**config.mk**
```make
export PLATFORM = sky130hd
export DESIGN_NAME = uart_frame_tx
export DESIGN_NICKNAME = d
export VERILOG_FILES = /design/src/rtl/uart_frame_tx_pkg.sv /design/src/rtl/uart_byte_tx.sv /design/src/rtl/uart_frame_tx.sv
export SDC_FILE = /design/constraint.sdc
export NUM_CORES = 1
export LEC_CHECK = 0
export CAP_MARGIN = 5
export CORE_MARGIN = 2
export CORE_UTILIZATION = 50
export CTS_CLUSTER_DIAMETER = 80
export DETAILED_ROUTE_END_ITERATION = 10
export GPL_TIMING_DRIVEN = 0
export HOLD_SLACK_MARGIN = 0.03
export PLACE_DENSITY = 0.82
export SETUP_SLACK_MARGIN = 0.02
export SKIP_LAST_GASP = 1
export SYNTH_ARGS = -nofsm -noshare
export SYNTH_HDL_FRONTEND = slang
export SYNTH_SLANG_ARGS = --single-unit
```
**constraint.sdc**
```tcl
create_clock -name clk -period 7.7 [get_ports clk]
set_input_delay 2.31 -clock clk [delete_from_list [all_inputs] [get_ports clk]]
set_output_delay 2.31 -clock clk [all_outputs]
set_load 0.1 [all_outputs]
```
**src/rtl/uart_frame_tx_pkg.sv**
```systemverilog
// uart_frame_tx_pkg: shared FSM state type and width helpers for the tagged-frame UART sender.
package uart_frame_tx_pkg;

    typedef enum logic [2:0] {
        IDLE = 3'd0,
        LOAD = 3'd1,
        HDR  = 3'd2,
        DATA = 3'd3,
        TRL  = 3'd4,
        GAP  = 3'd5
    } state_t;

    function automatic int clog2(input int v);
        int r;
        for (r = 0; (1 << r) < v; r++) begin
        end
        return r;
    endfunction

    // counter/index width, never below one bit
    function automatic int width_of(input int v);
        return clog2(v) < 1 ? 1 : clog2(v);
    endfunction

endpackage

```
**src/rtl/uart_byte_tx.sv**
```systemverilog
// uart_byte_tx: 8N1 byte serializer, LSB first; a start on the done cycle chains the next byte with no idle.
module uart_byte_tx
    import uart_frame_tx_pkg::*;
#(
    parameter int CLK_DIV = 5208
) (
    input  logic       clk,
    input  logic       rst_n,
    input  logic       start,
    input  logic [7:0] byte_in,
    output logic       tx,
    output logic       busy,
    output logic       done
);

    localparam int CW = width_of(CLK_DIV);

    logic [CW-1:0] cnt;
    logic [3:0]    bitn;
    logic [7:0]    sh;
    logic          act;
    logic          last;

    assign last = cnt == CW'(CLK_DIV - 1);
    assign done = act && last && bitn == 4'd9;
    assign busy = act;

    // ones shift in behind the data so the stop bit falls out of sh[0]
    always_ff @(posedge clk or negedge rst_n) begin
        if (!rst_n) begin
            act  <= 1'b0;
            cnt  <= '0;
            bitn <= '0;
            sh   <= '0;
            tx   <= 1'b1;
        end else if (start && (!act || done)) begin
            act  <= 1'b1;
            cnt  <= '0;
            bitn <= '0;
            sh   <= byte_in;
            tx   <= 1'b0;
        end else if (act) begin
            if (!last) begin
                cnt <= cnt + 1'b1;
            end else begin
                cnt  <= '0;
                bitn <= bitn + 1'b1;
                sh   <= {1'b1, sh[7:1]};
                tx   <= sh[0];
                act  <= bitn != 4'd9;
            end
        end
    end

endmodule

```
**src/rtl/uart_frame_tx.sv**
```systemverilog
// uart_frame_tx: multi-channel tagged-frame UART sender (header, MSB-first data bytes, trailer)
// with round-robin channel selection, auto/gap or single-shot operation.
module uart_frame_tx
    import uart_frame_tx_pkg::*;
#(
    parameter int                     CLK_DIV      = 5208,
    parameter int                     NUM_CH       = 2,
    parameter int                     BYTES_PER_CH = 4,
    parameter int                     GAP_CYCLES   = 2_400_000,
    parameter logic [NUM_CH*8-1:0]    HDR_TAGS     = {8'h63, 8'h74},
    parameter logic [NUM_CH*8-1:0]    TRL_TAGS     = {8'h79, 8'h78}
) (
    input  logic                                clk,
    input  logic                                rst_n,
    input  logic [NUM_CH*BYTES_PER_CH*8-1:0]    ch_data,
    input  logic [NUM_CH-1:0]                   ch_en,
    input  logic                                auto_mode,
    input  logic                                trigger,
    output logic                                uart_tx,
    output logic                                busy,
    output logic                                frame_done,
    output logic [width_of(NUM_CH)-1:0]         cur_ch
);

    localparam int DW = BYTES_PER_CH * 8;
    localparam int CW = width_of(NUM_CH);
    localparam int BW = width_of(BYTES_PER_CH);
    localparam int GW = width_of(GAP_CYCLES + 1);

    state_t        state;
    logic [CW-1:0] rr, pick;
    logic [DW-1:0] snap, pick_data;
    logic [BW-1:0] bcnt;
    logic [GW-1:0] gcnt;
    logic          kick;
    logic [7:0]    hdr, trl, byte_in;
    logic          b_start, b_done, b_busy;
    logic          last_byte;

    // first enabled channel at or after rr, wrapping
    always_comb begin
        pick = rr;
        for (int k = NUM_CH - 1; k >= 0; k--) begin
            if (ch_en[CW'((int'(rr) + k) % NUM_CH)]) pick = CW'((int'(rr) + k) % NUM_CH);
        end
    end

    always_comb begin
        pick_data = '0;
        hdr = '0;
        trl = '0;
        for (int i = 0; i < NUM_CH; i++) begin
            if (pick == CW'(i)) pick_data = ch_data[i*DW +: DW];
            if (cur_ch == CW'(i)) begin
                hdr = HDR_TAGS[8*i +: 8];
                trl = TRL_TAGS[8*i +: 8];
            end
        end
    end

    // the snapshot shifts left per data byte, so its top byte is always the next to send
    assign last_byte  = bcnt == BW'(BYTES_PER_CH - 1);
    assign b_start    = kick | (b_done & (state == HDR | state == DATA));
    assign byte_in    = kick ? hdr : (state == DATA && last_byte) ? trl : snap[DW-1 -: 8];
    assign frame_done = b_done & (state == TRL);

    always_ff @(posedge clk or negedge rst_n) begin
        if (!rst_n) begin
            state  <= IDLE;
            rr     <= '0;
            cur_ch <= '0;
            snap   <= '0;
            bcnt   <= '0;
            gcnt   <= '0;
            kick   <= 1'b0;
            busy   <= 1'b0;
        end else begin
            kick <= 1'b0;
            case (state)
                IDLE: if ((auto_mode | trigger) && |ch_en && !b_busy) begin
                    state <= LOAD;
                    busy  <= 1'b1;
                end
                LOAD: if (|ch_en) begin
                    cur_ch <= pick;
                    rr     <= pick == CW'(NUM_CH - 1) ? '0 : pick + 1'b1;
                    snap   <= pick_data;
                    kick   <= 1'b1;
                    state  <= HDR;
                end else begin
                    state <= IDLE;
                    busy  <= 1'b0;
                end
                HDR: if (b_done) begin
                    state <= DATA;
                    bcnt  <= '0;
                    snap  <= snap << 8;
                end
                DATA: if (b_done) begin
                    if (last_byte) begin
                        state <= TRL;
                    end else begin
                        bcnt <= bcnt + 1'b1;
                        snap <= snap << 8;
                    end
                end
                TRL: if (b_done) begin
                    state <= auto_mode ? GAP : IDLE;
                    busy  <= auto_mode;
                    gcnt  <= '0;
                end
                GAP: if (gcnt == GW'(GAP_CYCLES - 1)) begin
                    state <= IDLE;
                    busy  <= 1'b0;
                end else begin
                    gcnt <= gcnt + 1'b1;
                end
                default: state <= IDLE;
            endcase
        end
    end

    uart_byte_tx #(.CLK_DIV(CLK_DIV)) u_byte (
        .clk     (clk),
        .rst_n   (rst_n),
        .start   (b_start),
        .byte_in (byte_in),
        .tx      (uart_tx),
        .busy    (b_busy),
        .done    (b_done)
    );

endmodule

```
# --- Yosys cells after proc, flatten, opt, wreduce, memory -nomap -nowiden ---
# Cells that the tools add are included.
word_totals:
  ff_bits: 90
  in_bits: 70
  out_inout_bits: 4
  word_cells: 124
op_classes:
  add_sub_neg: 6
  n_lt_le_gt_ge: 2
  eq_ne: 20
  n_mux: 55
  bitwise: 5
  reduce_logical: 23
ops:
  columns: ["op", "n"]
  rows:
  - ["32-bit 2-to-1 mux", 5]
  - ["32-bit one-hot mux with 3 select lines", 1]
  - ["22-bit 2-to-1 mux", 2]
  - ["22-bit one-hot mux with 2 select lines", 1]
  - ["8-bit 2-to-1 mux", 5]
  - ["13-bit 2-to-1 mux", 3]
  - ["22-bit by 1-bit adder with 22-bit output, second input constant", 1]
  - ["22-bit equality test, second input constant", 1]
  - ["3-bit 2-to-1 mux", 7]
  - ["1-bit 2-to-1 mux", 20]
  - ["2-bit inequality test, second input constant", 10]
  - ["3-bit one-hot mux with 6 select lines", 1]
  - ["13-bit by 1-bit adder with 13-bit output, second input constant", 1]
  - ["13-bit equality test, second input constant", 1]
  - ["4-bit 2-to-1 mux", 3]
  - ["5-bit AND reduction", 2]
  - ["2-bit 2-to-1 mux", 4]
  - ["2-bit nonzero test", 4]
  - ["3-bit by 2-bit equality test with 1-bit output, second input constant", 2]
  - ["3-bit equality test, second input constant", 2]
  - ["1-bit logical AND", 6]
  - ["1-bit by 3-bit less-than comparator with 1-bit output, second input constant", 2]
  - ["6-bit AND reduction", 1]
  - ["5-bit 2-to-1 mux", 1]
  - ["20 further kinds", 25]

# --- Logic depth before layout (Yosys ltp) ---
logic_depth:
  word_depth: 9
  ltp_mapped: 8
  depth_no_buf: 7

# --- Hierarchy ---
# Synthesis repeated with hierarchy kept, for this count alone.
unflattened:
  cells_unflattened: 536
  hier_area_um2: 5170.0
modules_own_cells:
  columns: ["mod", "n_inst", "cells_each", "area_each_um2", "seq_area_each_um2"]
  rows:
  - ["uart_frame_tx", 1, 394, 3718.6, 1576.5]
  - ["uart_byte_tx", 1, 142, 1451.4, 676.9]

# --- Least setup slack after synthesis ---
# OpenSTA, ideal clock, no wires.
synth_timing:
  kind: "reg-to-output"
  startpoint: "register u_byte.cnt[5]"
  endpoint: "output port frame_done"
  arrival_ns: 2.653
  required_ns: 5.390
  slack_ns: 2.737
  path_stages_with_launch: 6
  n_path_buf: 2
  path_cell_list: "dfrtp_1 or4b_1 buf_2 nor4_1 and2_0 clkbuf_1"
synth_via:
  elab_chain_len: 4
synth_lines:
  columns: ["item", "line_no", "text"]
  rows:
  - ["start: declaration", "uart_byte_tx.sv:18", "logic [CW-1:0] cnt;"]
  - ["start signal: assignment", "uart_byte_tx.sv:44", "cnt <= cnt + 1'b1;"]
  - ["13-bit equality test", "uart_byte_tx.sv:24", "assign last = cnt == CW'(CLK_DIV - 1);"]
  - ["1-bit logical AND (2 in series)", "uart_byte_tx.sv:25", "assign done = act && last && bitn == 4'd9;"]
  - ["1-bit bitwise AND", "uart_frame_tx.sv:65", "assign frame_done = b_done & (state == TRL);"]
  - ["end: declaration", "uart_frame_tx.sv:21", "output logic frame_done,"]
# Every way passes these cells.

# --- Final worst setup path ---
# Same ends and word-level chain as after synthesis.

==> results.cfg <==
[timing]
final-max-slew-violation-count = 0
slew-limit-headroom_pct = 32.9
finalCriticalPeriod_ns = 6.24
hold_viol_final = 0
fmax_mhz = 160
final.setup.tns_ns = 0
period_share_pct = 81.1
rsz0062_at_grt = no
setup_violations = 0
finClkSkew_ns = 0.0123
tightest_slew_ns = 1.00

[drt]
routed_via_density = 5.81
via_count = 4350
post_drt_wl_per_cell_um = 15.9
drt-pass1-iter-count = 4
drt-total-wl_um = 11900
initialDrtViolationCount = 222
dr.max_layer_used = met4
wl_met2_um = 5810
ant_nets = 0
wl_met1_um = 5290
drc_errors = 0
wl_met3_um = 675

[clocking]
clock_path_buffers = 2
cts_sinks = 90
clk_latency_ns = 0.38
clk_pin_slew_worst_paths_ns = 0.09
root_buffer = clkbuf_8
htreeDepth = 3
cts_hold_repair.buffers = 0
cts_tree = yes
cts_resized = 0
post_cts_buffers = 0
cts_inserted_buffers = 9

[pwr]
peakVddDrop_v = 0.000141
power_density_nw_per_um2 = 246
leakagePower_nw = 2.55

[critical_path]
cp_cell_sequence = or4b_1, buf_2, nor4_1, and2_0, clkbuf_1, clkdlybuf4s50_1
cp_slowest_cell = clkdlybuf4s50_1
crit_buf_inv = 3
required_ns = 5.39
max_stage_delay_ns = 1.23
startpoint_type = flop
critPathKind = flop to output pin
path_max_fanout = 10
path_delay_family = buffers and inverters
worstPathArrival_ns = 3.93
end_kind = output pin
crit_cells = 6
rr_worst_depth = 7

[yosys]
postSynth.asyncResetShare_pct = 100
ys.flop_type = dfrtp_1
ys_ff_latch = 90
syn_area_um2 = 5020
synth-edff-count = 0
yosysWarnings = 0
syn_area_per_cell_um2 = 9.54
synth_nets = 601
synthTopCellsByArea = dfrtp_1 44%, mux2i_1 7.4%, mux2_1 6.7%
ys_types = 58
seq_area_frac_synth_pct = 44.9
synth_top_area_share_pct = 44.4
yosysTopAreaCell = dfrtp_1
synthCells = 526

[hold_path]
min_path_type = flop to flop
hold_depth = 1

[cells_and_area]
final_common_cell = dfrtp_1
final_cells = 749
layout-drive-gt1-share_pct = 5.19
fin_nets = 686
area_delta_synth_final_pct = 22.1
final_cell_mix = 89 x dfrtp_1, 72 x clkdlybuf4s50_1, 66 x o21ai_0
diodes = 0
fillers = 826

[floorplanning]
die_area_um2 = 10900
die_width_um = 104
core_um2 = 9770
row_count = 36
ioPinCount = 74
initial_utilization_pct = 51.3
die_height_um = 104

[flow_run]
maxCapViolations = 0

[global_routing]
grt_pass1_vias = 4300
grt.total_usage_pct = 22.6
grt_pass1_wl_um = 20100
grt_max_degree = 50
antenna_found_initial = 0
overflow = 0

[placement]
io_buffers = 73
place_inst = 733
hpwl_um = 8870
gp_congestion = 0.841

[run_status]
outcome = finished clean
[final timing paths]
check,start,endpoint,slack (ns)
max,u_byte.cnt[5],frame_done,1.46
min,snap[26],snap[26],0.49
max reg2reg,u_byte.cnt[5],snap[25],4.77
min reg2reg,snap[26],snap[26],0.49
max in group asynchronous,rst_n,u_byte.tx,5.10
min in group asynchronous,rst_n,u_byte.cnt[7],1.91
[Yosys cell counts (7+ instances only)]
library cell and instances:
nand2_1 60, nor2_1 33, nand4_1 10, mux2i_1 37
o21ai_0 66, clkbuf_1 19, o31ai_1 9, a22oi_1 7
a21oi_1 20, and3_1 9, nand3_1 22, inv_1 12
or4_1 7, or3_1 12, dfrtp_1 89, mux2_1 30
[stage by stage]
| step | setup slack, ns | utilization (%) | power, W | area [µm²] | hold slack (ns) |
|---|---|---|---|---|---|
| 4_1_cts | 1.46 | 62.7 | 0.00151 | 6130 | 0.498 |
| 3_3_place_gp | 1.09 | 60.5 | 0.00117 | 5920 | 0.469 |
| 5_1_grt | 1.33 | 62.7 | 0.00159 | 6130 | 0.518 |
| 6_report | 1.46 | 62.7 | 0.00151 | 6130 | 0.495 |
| 3_5_place_dp | 1.90 | 60.8 | 0.00120 | 5940 | 0.476 |
| 2_1_floorplan | 2.74 | - | 0.00102 | 5020 | 0.449 |
[sequential cells by signal (all words and copies together) (netlist names)]
register     flops
rr               1
gcnt            22
state            3
u_byte.tx        1
bcnt             2
u_byte.bitn      4
u_byte.busy      1
snap            32
busy             1
cur_ch           1
u_byte.cnt      13
kick             1
u_byte.sh        8
[report_power, final]
part,internal (W),leakage (nW),switching [W]
clock network,0.000123,0.0859,0.000190
logic,0.000232,1.30,0.000304
registers,0.000577,1.17,0.0000800
total,0.000933,2.55,0.000574
[area by class of cell]
class | count | area [µm²] | area share [%]
Sequential cell | 90 | 2250 | 36.8
Multi-Input combinational cell | 398 | 2600 | 42.4
Inverter | 12 | 45.0 | 0.735
Clock buffer | 9 | 124 | 2.02
Clock inverter | 7 | 62.6 | 1.02
Tap cell | 133 | 166 | 2.72
Timing Repair Buffer | 74 | 756 | 12.3
Buffer | 26 | 121 | 1.98
[cells by family after synthesis]
group / count (synthesis) / synth area share, %
fa+ha+maj: 5 / 1.25
flops: 90 / 44.9
buf+inv: 38 / 3.32
simple gates: 183 / 18.4
compound gates: 133 / 16.0
xor+xnor: 6 / 1.05
mux: 71 / 15.0
[per-layer routing]
metal | vias up | global-route usage (%)
met5 | - | 0
li1 | 2095 | -
met2 | 151 | 37.8
met1 | 2088 | 29.6
met4 | 0 | 6.95
met3 | 16 | 4.57
Note: power is estimated with default switching activity, not from simulation.
